<file path="src/rtl/uart_tx_feeder_pkg.sv">
// Shared types and constants for the UART transmit feeder.
package uart_tx_pkg;

   localparam int UART_BYTE_W          = 8;
   localparam int DEFAULT_DEPTH        = 16;
   localparam int DEFAULT_BUSY_TIMEOUT = 8;

   typedef enum logic [1:0] {
      IDLE      = 2'd0,
      LAUNCH    = 2'd1,
      WAIT_RISE = 2'd2,
      WAIT_FALL = 2'd3
   } feeder_state_t;

endpackage

</file>
<file path="src/rtl/uart_tx_feeder_if.sv">
// Byte stream in, launch port out: the handshake signals around the feeder.
// master = stream source / transmitter model side, slave = feeder side.
interface uart_tx_feeder_if;
   import uart_tx_pkg::*;

   logic                   in_valid;
   logic                   in_ready;
   logic [UART_BYTE_W-1:0] in_data;
   logic                   uart_start;
   logic [UART_BYTE_W-1:0] uart_data;
   logic                   uart_busy;

   modport master (
      output in_valid, in_data, uart_busy,
      input  in_ready, uart_start, uart_data
   );

   modport slave (
      input  in_valid, in_data, uart_busy,
      output in_ready, uart_start, uart_data
   );

endinterface

</file>
<file path="src/rtl/uart_tx_feeder_fifo.sv">
// Synchronous FIFO with registered storage. Pointers carry one extra wrap bit,
// so full/empty come straight from pointer comparison. Head data is read
// combinationally; a push into an empty FIFO is only visible the next cycle.
module byte_fifo #(
   parameter int DEPTH = 16,
   parameter int WIDTH = 8
) (
   input  logic                   clk,
   input  logic                   rst_n,
   input  logic                   push,
   input  logic [WIDTH-1:0]       wr_data,
   input  logic                   pop,
   output logic [WIDTH-1:0]       rd_data,
   output logic                   full,
   output logic                   empty,
   output logic [$clog2(DEPTH):0] level
);

   localparam int AW = $clog2(DEPTH);

   logic [AW:0]      wr_ptr_q, wr_ptr_d;
   logic [AW:0]      rd_ptr_q, rd_ptr_d;
   logic [WIDTH-1:0] mem_q [DEPTH];
   logic             do_push;
   logic             do_pop;

   assign full    = (wr_ptr_q[AW] != rd_ptr_q[AW]) &&
                    (wr_ptr_q[AW-1:0] == rd_ptr_q[AW-1:0]);
   assign empty   = (wr_ptr_q == rd_ptr_q);
   assign level   = wr_ptr_q - rd_ptr_q;
   assign do_push = push & ~full;
   assign do_pop  = pop & ~empty;
   assign rd_data = mem_q[rd_ptr_q[AW-1:0]];

   // Pointer advance on accepted push / pop.
   always_comb begin
      wr_ptr_d = wr_ptr_q;
      rd_ptr_d = rd_ptr_q;
      if (do_push) wr_ptr_d = wr_ptr_q + (AW+1)'(1);
      if (do_pop)  rd_ptr_d = rd_ptr_q + (AW+1)'(1);
   end

   // Pointer registers; reset empties the queue.
   always_ff @(posedge clk or negedge rst_n) begin
      if (!rst_n) begin
         wr_ptr_q <= '0;
         rd_ptr_q <= '0;
      end else begin
         wr_ptr_q <= wr_ptr_d;
         rd_ptr_q <= rd_ptr_d;
      end
   end

   // Storage write; contents need no reset since pointers gate visibility.
   always_ff @(posedge clk) begin
      if (do_push) mem_q[wr_ptr_q[AW-1:0]] <= wr_data;
   end

endmodule

</file>
<file path="src/rtl/uart_tx_feeder.sv">
// Byte queue + launch sequencer in front of the UART transmitter.
// Optional build macro: UART_TX_FEEDER_STATS_EN adds a sent_count output and a
// launch trace message in simulation.
//
// state     | meaning
// ----------+-----------------------------------------------------------
// IDLE      | waiting for a queued byte and an idle transmitter; pops head
// LAUNCH    | uart_start high this cycle; timeout counter loaded
// WAIT_RISE | waiting for busy to rise; gives up after BUSY_TIMEOUT cycles
// WAIT_FALL | transmitter busy; next launch allowed once it drops
//
// BUSY_TIMEOUT must be >= 2: the counter is loaded with BUSY_TIMEOUT-1 when
// leaving LAUNCH, so the timeout lands exactly BUSY_TIMEOUT cycles after the
// start pulse.
module uart_tx_feeder
   import uart_tx_pkg::*;
#(
   parameter int DEPTH        = DEFAULT_DEPTH,
   parameter int BUSY_TIMEOUT = DEFAULT_BUSY_TIMEOUT
) (
   input  logic                   clk,
   input  logic                   rst_n,
   uart_tx_feeder_if.slave        bus,
   output logic [$clog2(DEPTH):0] level,
   output logic                   idle,
   output logic                   err_timeout
`ifdef UART_TX_FEEDER_STATS_EN
   ,
   output logic [31:0]            sent_count
`endif
);

   localparam int TW = $clog2(BUSY_TIMEOUT + 1);

   feeder_state_t          state_q, state_d;
   logic [TW-1:0]          tmo_cnt_q, tmo_cnt_d;
   logic [UART_BYTE_W-1:0] uart_data_q, uart_data_d;
   logic                   uart_start_q, uart_start_d;
   logic                   err_timeout_q, err_timeout_d;

   logic                   fifo_full;
   logic                   fifo_empty;
   logic                   fifo_pop;
   logic [UART_BYTE_W-1:0] fifo_rd_data;

   byte_fifo #(
      .DEPTH (DEPTH),
      .WIDTH (UART_BYTE_W)
   ) u_fifo (
      .clk     (clk),
      .rst_n   (rst_n),
      .push    (bus.in_valid),
      .wr_data (bus.in_data),
      .pop     (fifo_pop),
      .rd_data (fifo_rd_data),
      .full    (fifo_full),
      .empty   (fifo_empty),
      .level   (level)
   );

   assign bus.in_ready   = ~fifo_full;
   assign bus.uart_start = uart_start_q;
   assign bus.uart_data  = uart_data_q;
   assign err_timeout    = err_timeout_q;
   assign idle           = fifo_empty && (state_q == IDLE);

   // Launch sequencing: next state, pop, data capture, timeout down-counter.
   always_comb begin
      state_d       = state_q;
      tmo_cnt_d     = tmo_cnt_q;
      uart_data_d   = uart_data_q;
      err_timeout_d = err_timeout_q;
      fifo_pop      = 1'b0;
      case (state_q)
         IDLE: begin
            if (!fifo_empty && !bus.uart_busy) begin
               fifo_pop    = 1'b1;
               uart_data_d = fifo_rd_data;
               state_d     = LAUNCH;
            end
         end
         LAUNCH: begin
            tmo_cnt_d = TW'(BUSY_TIMEOUT - 1);
            state_d   = WAIT_RISE;
         end
         WAIT_RISE: begin
            if (bus.uart_busy) begin
               state_d = WAIT_FALL;
            end else if (tmo_cnt_q <= TW'(1)) begin
               // Byte is dropped as consumed; flag stays until reset.
               err_timeout_d = 1'b1;
               state_d       = IDLE;
            end else begin
               tmo_cnt_d = tmo_cnt_q - TW'(1);
            end
         end
         WAIT_FALL: begin
            if (!bus.uart_busy) state_d = IDLE;
         end
         default: state_d = IDLE;
      endcase
      // Start is registered so it is glitch-free and coincides with LAUNCH.
      uart_start_d = (state_d == LAUNCH);
   end

   // FSM and output registers.
   always_ff @(posedge clk or negedge rst_n) begin
      if (!rst_n) begin
         state_q       <= IDLE;
         tmo_cnt_q     <= '0;
         uart_data_q   <= '0;
         uart_start_q  <= 1'b0;
         err_timeout_q <= 1'b0;
      end else begin
         state_q       <= state_d;
         tmo_cnt_q     <= tmo_cnt_d;
         uart_data_q   <= uart_data_d;
         uart_start_q  <= uart_start_d;
         err_timeout_q <= err_timeout_d;
      end
   end

`ifdef UART_TX_FEEDER_STATS_EN
   logic [31:0] sent_count_q, sent_count_d;

   assign sent_count = sent_count_q;

   // Launch counter, wraps naturally.
   always_comb begin
      sent_count_d = sent_count_q;
      if (state_q == LAUNCH) sent_count_d = sent_count_q + 32'd1;
   end

   // Launch counter register.
   always_ff @(posedge clk or negedge rst_n) begin
      if (!rst_n) sent_count_q <= '0;
      else        sent_count_q <= sent_count_d;
   end

`ifndef SYNTHESIS
   // Launch trace for simulation logs.
   always @(posedge clk) begin
      if (rst_n && state_q == LAUNCH) $display("[uart feeder] launch 0x%x", uart_data_q);
   end
`endif
`endif

endmodule
</file>
<file path="src/flat_wrapper.sv">
// flat-port wrapper written by rule: the top's interface ports become plain ports
module uart_tx_feeder_flat import uart_tx_pkg::*;
#(
   parameter int DEPTH        = DEFAULT_DEPTH,
   parameter int BUSY_TIMEOUT = DEFAULT_BUSY_TIMEOUT
)
  (clk, rst_n, level, idle, err_timeout, bus_in_valid, bus_in_data, bus_uart_busy, bus_in_ready, bus_uart_start, bus_uart_data);
  uart_tx_feeder_if bus_i ();
  input  logic clk;
  input  logic rst_n;
  output logic [$clog2(DEPTH):0] level;
  output logic idle;
  output logic err_timeout;
  input wire logic [$bits(bus_i.in_valid)-1:0] bus_in_valid;
  input wire logic [$bits(bus_i.in_data)-1:0] bus_in_data;
  input wire logic [$bits(bus_i.uart_busy)-1:0] bus_uart_busy;
  output wire logic [$bits(bus_i.in_ready)-1:0] bus_in_ready;
  output wire logic [$bits(bus_i.uart_start)-1:0] bus_uart_start;
  output wire logic [$bits(bus_i.uart_data)-1:0] bus_uart_data;
  assign bus_i.in_valid = bus_in_valid;
  assign bus_i.in_data = bus_in_data;
  assign bus_i.uart_busy = bus_uart_busy;
  assign bus_in_ready = bus_i.in_ready;
  assign bus_uart_start = bus_i.uart_start;
  assign bus_uart_data = bus_i.uart_data;
  uart_tx_feeder #(.DEPTH(DEPTH), .BUSY_TIMEOUT(BUSY_TIMEOUT)) u_core (.clk(clk), .rst_n(rst_n), .bus(bus_i), .level(level), .idle(idle), .err_timeout(err_timeout));
endmodule
</file>
<file path="config.mk">
export PLATFORM = sky130hd
export DESIGN_NAME = uart_tx_feeder_flat
export DESIGN_NICKNAME = d
export VERILOG_FILES = /design/src/rtl/uart_tx_feeder_pkg.sv /design/src/rtl/uart_tx_feeder_if.sv /design/src/rtl/uart_tx_feeder_fifo.sv /design/src/rtl/uart_tx_feeder.sv /design/src/flat_wrapper.sv
export SDC_FILE = /design/constraint.sdc
export NUM_CORES = 1
export LEC_CHECK = 0
export CORE_UTILIZATION = 35
export CTS_CLUSTER_SIZE = 25
export DETAILED_ROUTE_END_ITERATION = 10
export SYNTH_ARGS = -nofsm -noshare
export SYNTH_HDL_FRONTEND = slang
export SYNTH_SLANG_ARGS = --single-unit
</file>
<file path="constraint.sdc">
create_clock -name clk -period 9 [get_ports clk]
set_clock_uncertainty 0.05 [all_clocks]
set_input_delay 0.9 -clock clk [delete_from_list [all_inputs] [get_ports clk]]
set_output_delay 0.9 -clock clk [all_outputs]
set_load 0.02 [all_outputs]
</file>
==> reports/results.ini, run 1 <==
[outcome]
status=finished clean

[worst_setup_path]
endpoint_kind=primary output
crit_chain=buf_4 -> inv_1 -> ha_1 -> and4_1 -> and3_1 -> clkdlybuf4s50_1
path_depth=6
cp_top_family=buffers and inverters
critPathLaunchType=flop
crit_buf_inv=3
path_class=reg -> out
path_max_fanout=52
cp.arrival_ns=3.00
slowest_delay_ns=0.64
critPathSlowestCell=buf_4
critPathRequiredTime_ns=8.05
r2r_cells=7

[global_route]
grt_antenna_before_repair=0
grt_pass1_vias=3383
grt_max_degree=53
track_usage_pct=14.7
grt_pass1_wl_um=19400
grt_remaining_overflow=0

[detailed_routing]
wire_per_inst_um=19.4
vias=3305
ant_nets=0
via_per_inst=5.07
drt_pass1_iterations=4
drc=0
wl_um=12600
first_iter_violations=276

[placement]
portBuffers=28
dp_hpwl_um=8250
place_congestion=0.819

[floorplan]
die_width_um=136
start_util_pct=36.0
coreArea_sq_um=17400
die_h_um=136
ioPinCount=29
die-area_sq_um=18500
fp-row-count=48

[timing]
drv_slew=0
period_needed_ns=3.95
grt_setup_unrepaired=no
maxClockFrequency_mhz=253
final-setup-viol-count=0
hold_viol=0
hold_ws_ns=0.416
finalCritPeriodShare_pct=43.9
worst_slew_pin_slew_ns=1.28
tns_ns=0
slew_headroom_pct=14.0

[logic_synthesis]
ys.warnings.count=0
synth_nets=404
syn-cell-area_sq_um=6280
async_reset_ff_share_pct=16.9
ys_types=39
yosysSeqAreaShare_pct=71.6
synth_ff_type=edfxtp_1
ys_ff_latch=154
syn_inst=380
syn_avg_cell_area_sq_um=16.5
synth_enable_flop_cells=128

[final_layout]
layout_common_cells=edfxtp_1 (128), nor2_1 (36), mux2i_1 (32), clkdlybuf4s50_1 (28), dfrtp_1 (25)
fin_nets=438
layout_commonest_cell=edfxtp_1
drive_above_1_share_pct=13.3
antenna_cells=0
area_growth_pct=18.0
final_util_pct=42.5

[clock_network]
ctsHtreeMaxLevel=4
clk_latency_ns=0.42
cts_sinks=154
numCtsBuffers=17
clk_pin_slew_ns=0.06
cts_tree=built
cts_hold_buf=0
clock_path_buffers=2
root_buffer=clkbuf_16
cts_resized=0
cts_setup_buffers=0

[job]
maxCapViolCount=0

[worst_hold_path]
hold_path_depth=1
hold_path.class=reg -> reg

[power_and_ir_drop]
p_per_area_nw_per_um2=339
p_leak_nw=2.56
ir_worst_vdd_mv=0.353

metal layers:
layer	global-route usage [%]	vias up	wire, um
met2	22.1	91	5980
met1	19.7	1672	5860
met3	3.84	10	590
li1	-	1532	-
met4	7.47	0	214
met5	0	-	0
final timing paths:
path	start	endpoint	slack, ns
setup / recovery	u_core.u_fifo.rd_ptr_q[1]$_DFFE_PN0P_	idle	5.05
hold / removal	u_core.err_timeout$_DFFE_PN0P_	u_core.err_timeout$_DFFE_PN0P_	0.42
setup reg to reg	u_core.u_fifo.rd_ptr_q[1]$_DFFE_PN0P_	u_core.u_fifo.mem_q[0][4]$_DFFE_PP_	5.21
hold reg to reg	u_core.err_timeout$_DFFE_PN0P_	u_core.err_timeout$_DFFE_PN0P_	0.42
max in group asynchronous	rst_n	u_core.u_fifo.rd_ptr_q[1]$_DFFE_PN0P_	7.83
min in group asynchronous	rst_n	u_core.u_fifo.wr_ptr_q[0]$_DFFE_PN0P_	0.80
cell type report:
cell class,count,area [sq um]
fill,1557,10000
sequential,154,4500
multi-input combinational,196,1650
clock buffer,20,457
timing repair buffer,32,310
tap,225,282
clock inverter,12,163
inverter,13,48.8
cells by family after synthesis:
group / count (synthesis) / share of synthesized area (%)
buf+inv: 30 / 2.11
flops: 154 / 71.6
mux: 48 / 10.8
simple gates: 68 / 4.90
xor+xnor: 13 / 1.81
fa+ha+maj: 12 / 2.51
compound gates: 55 / 6.24
power breakdown:
part / internal, W / total (W) / switching (W)
combinational: 0.000360 / 0.000808 / 0.000448
clock: 0.000455 / 0.000737 / 0.000282
sequential: 0.000884 / 0.000968 / 0.0000839
total: 0.00170 / 0.00251 / 0.000814
worst register-to-register path: cells and delay by family (launching register included):
kind,cells,cell delay (ns)
and+or+nand+nor,3,1.49
AOI/OAI and AO/OA,1,0.40
buffers and inverters,2,0.81
adders and majority gates,1,0.33
DFF,1,0.34
flip-flops by register name (all words and copies together) (netlist names):
register                cells
u_core.bus.uart_data        8
u_core.bus.uart_start       1
u_core.u_fifo.mem_q       128
u_core.tmo_cnt_q            4
u_core.u_fifo.rd_ptr_q      5
u_core.u_fifo.wr_ptr_q      5
u_core.state_q              2
u_core.err_timeout          1
metrics by stage:
stage / cells / cell area, sq um / power, W / setup WS [ns]
3_3_place_gp: 620 / 6790 / 0.00178 / 5.31
6_report: 652 / 7410 / 0.00251 / 5.05
4_1_cts: 652 / 7410 / 0.00253 / 4.99
3_5_place_dp: 620 / 6790 / 0.00180 / 5.22
5_1_grt: 652 / 7410 / 0.00264 / 4.87
2_1_floorplan: 380 / 6280 / 0.00151 / 6.16
synth_stat cells (2+ instances only):
library cell  number  share of area, %
mux2i_1           32               5.1
nor2_1            36               2.2
o22a_1             2              0.28
o22ai_1           16               1.6
ha_1              11               2.2
dfrtp_1           26                10
nor2b_1            2              0.20
nor3_1             5              0.40
a21o_1             4              0.48
a31oi_1           11               1.1
nand4_1            4              0.40
clkbuf_1           5              0.30
buf_2             10              0.80
o21ai_0            2              0.16
nand3b_1           2              0.24
mux4_2            16               5.7
xnor2_1           11               1.5
edfxtp_1         128                61
xor2_1             2              0.28
a22oi_1            8              0.96
a21oi_1            6              0.48
nand2_1           11              0.66
inv_1             13              0.78
nand2b_1           2              0.20
(Power assumes the default switching activity.)
==> inputs of run 2 (changes only) <==
==> constraint.sdc (replaced) <==
create_clock -name clk -period 3.4 [get_ports clk]
set_clock_uncertainty 0.05 [all_clocks]
set_input_delay 0.34 -clock clk [delete_from_list [all_inputs] [get_ports clk]]
set_output_delay 0.34 -clock clk [all_outputs]
set_load 0.02 [all_outputs]
==> reports/results.ini, run 2 (same netlist as run 1, synthesis figures left out) <==
[timing]
slew_headroom_pct=53.0  ; +39 points
tns_ns=0  ; unchanged
period_needed_ns=3.00
hold_ws_ns=0.249  ; -0.167 ns
final-setup-viol-count=0  ; unchanged
drv_slew=0  ; unchanged
worst_slew_pin_slew_ns=0.702  ; -0.578 ns
hold_viol=0  ; unchanged
finalCritPeriodShare_pct=88.2
maxClockFrequency_mhz=334
grt_setup_unrepaired=no

[clock_network]
cts_setup_buffers=0  ; unchanged
cts_hold_buf=0  ; unchanged
clock_path_buffers=2  ; unchanged
ctsHtreeMaxLevel=4  ; unchanged
cts_resized=0  ; unchanged
clk_latency_ns=0.42  ; about the same
root_buffer=clkbuf_16
cts_tree=built
cts_sinks=154  ; unchanged
numCtsBuffers=17  ; unchanged
clk_pin_slew_ns=0.06  ; about the same

[final_layout]
layout_commonest_cell=edfxtp_1
largest_register_ff_count=128  ; unchanged
drive_above_1_share_pct=16.9  ; +3.5 points
design_area_sq_um=7480  ; +1.0%
antenna_cells=0  ; unchanged
area_growth_pct=19.2
final_cells=669  ; +2.6%
layout_common_cells=edfxtp_1 (128), nor2_1 (36), mux2i_1 (32), clkdlybuf4s50_1 (28), dfrtp_1 (25)
fin_nets=455  ; +3.9%

[placement]
dpl_cell_area_sq_um=6920  ; +1.9%
dp_hpwl_um=8190  ; -0.70%
portBuffers=28  ; unchanged
place_inst=637  ; +2.7%
place_congestion=0.801  ; -2.2%

[worst_setup_path]
endpoint_kind=primary output
cp.arrival_ns=2.61  ; -0.39 ns
path_max_fanout=4  ; -92%
r2r_cells=7  ; unchanged
r2r_start=u_core.u_fifo.rd_ptr_q[2]$_DFFE_PN0P_
critPathRequiredTime_ns=3.01  ; -5.04 ns
critPathLaunchType=flop
r2r-end=u_core.u_fifo.mem_q[1][3]$_DFFE_PP_
r2r_setup_slack_ns=0.87  ; -4.34 ns
path_class=reg -> out

[worst_hold_path]
hold_path.class=in -> async

[power_and_ir_drop]
p_leak_nw=2.63  ; +2.5%
p_per_area_nw_per_um2=872  ; +160%
ir_worst_vdd_mv=0.977  ; +180%
power.total_w=0.00652  ; +160%

[global_route]
grt_max_degree=30  ; -43%
grt_antenna_before_repair=0  ; unchanged
grt_pass1_vias=3384  ; +0.030%
grt_remaining_overflow=0  ; unchanged
grt_pass1_wl_um=19500  ; +0.35%
track_usage_pct=14.8  ; +0.098 points

[outcome]
status=finished clean

[detailed_routing]
dr.max_layer_used=met4
wire_per_inst_um=18.7  ; -3.7%
route.met2.wl_um=5950  ; -0.47%
drt_pass1_iterations=4  ; unchanged
met3_length_um=579  ; -1.9%
first_iter_violations=171  ; -38%
ant_nets=0  ; unchanged
wl_met1_um=5810  ; -0.73%
wl_um=12500  ; -1.2%
via_per_inst=4.99  ; -1.6%
vias=3337  ; +0.97%
drc=0  ; unchanged

[floorplan]
die_width_um=136  ; unchanged
coreArea_sq_um=17400  ; unchanged
die-area_sq_um=18500  ; unchanged
fp-row-count=48  ; unchanged
ioPinCount=29  ; unchanged
die_h_um=136  ; unchanged
start_util_pct=36.0  ; unchanged

[job]
maxCapViolCount=0  ; unchanged

-- run 2: cell count changes in the layout (fill, tap and decap cells not counted) --
cell,delta
buf_4,+17
bufinv_16,-2
clkbuf_8,-2
inv_6,+2
clkbuf_1,-1
clkinv_2,+1
clkinv_4,+1
clkinvlp_4,+1
-- run 2: metrics by stage --
step	util (%)	worst slack, ns
final	43.0	0.402
after global routing	43.0	0.188
after CTS	43.0	0.372
after detailed placement	39.7	0.809
after global placement	39.7	0.847
after floorplan	-	0.557
-- run 2: per-layer routing --
layer / vias to the layer above / global-route usage (%)
met5: - / 0
met4: 0 / 5.62
met3: 8 / 4.03
met2: 73 / 22.2
met1: 1682 / 20.5
li1: 1574 / -
-- run 2: worst max-delay path by stage --
| stage | start | to | slack [ns] |
|---|---|---|---|
| CTS | u_core.u_fifo.wr_ptr_q[0]$_DFFE_PN0P_ | level[4] | 0.37 |
| detailed placement | u_core.u_fifo.wr_ptr_q[0]$_DFFE_PN0P_ | level[4] | 0.81 |
| finish | u_core.u_fifo.wr_ptr_q[0]$_DFFE_PN0P_ | level[4] | 0.40 |
| global placement | u_core.u_fifo.wr_ptr_q[0]$_DFFE_PN0P_ | level[4] | 0.85 |
| floorplan | u_core.u_fifo.rd_ptr_q[1]$_DFFE_PN0P_ | u_core.u_fifo.mem_q[3][0]$_DFFE_PP_ | 0.56 |
| global route | u_core.u_fifo.wr_ptr_q[0]$_DFFE_PN0P_ | level[4] | 0.19 |
-- run 2: critical path, cell delays in order (launching register included) --
cell,delay [ns]
dfrtp_1,0.39
inv_1,0.11
ha_1,0.24
fa_1,0.46
inv_1,0.07
a21o_1,0.10
a21oi_1,0.07
xnor2_1,0.13
clkdlybuf4s50_1,0.61
-- run 2: layout make-up --
cell class	instances	area, sq um
Multi-Input combinational cell	196	1650
Sequential cell	154	4500
Fill cell	1546	9930
Tap cell	225	282
Inverter	13	48.8
Clock buffer	17	425
Clock inverter	15	141
Timing Repair Buffer	49	438
-- run 2: power breakdown --
group          internal, W  switching [W]  leakage (nW)
Combinational     0.000985        0.00120         0.893
Sequential         0.00234       0.000216          1.46
Clock              0.00102       0.000768         0.271
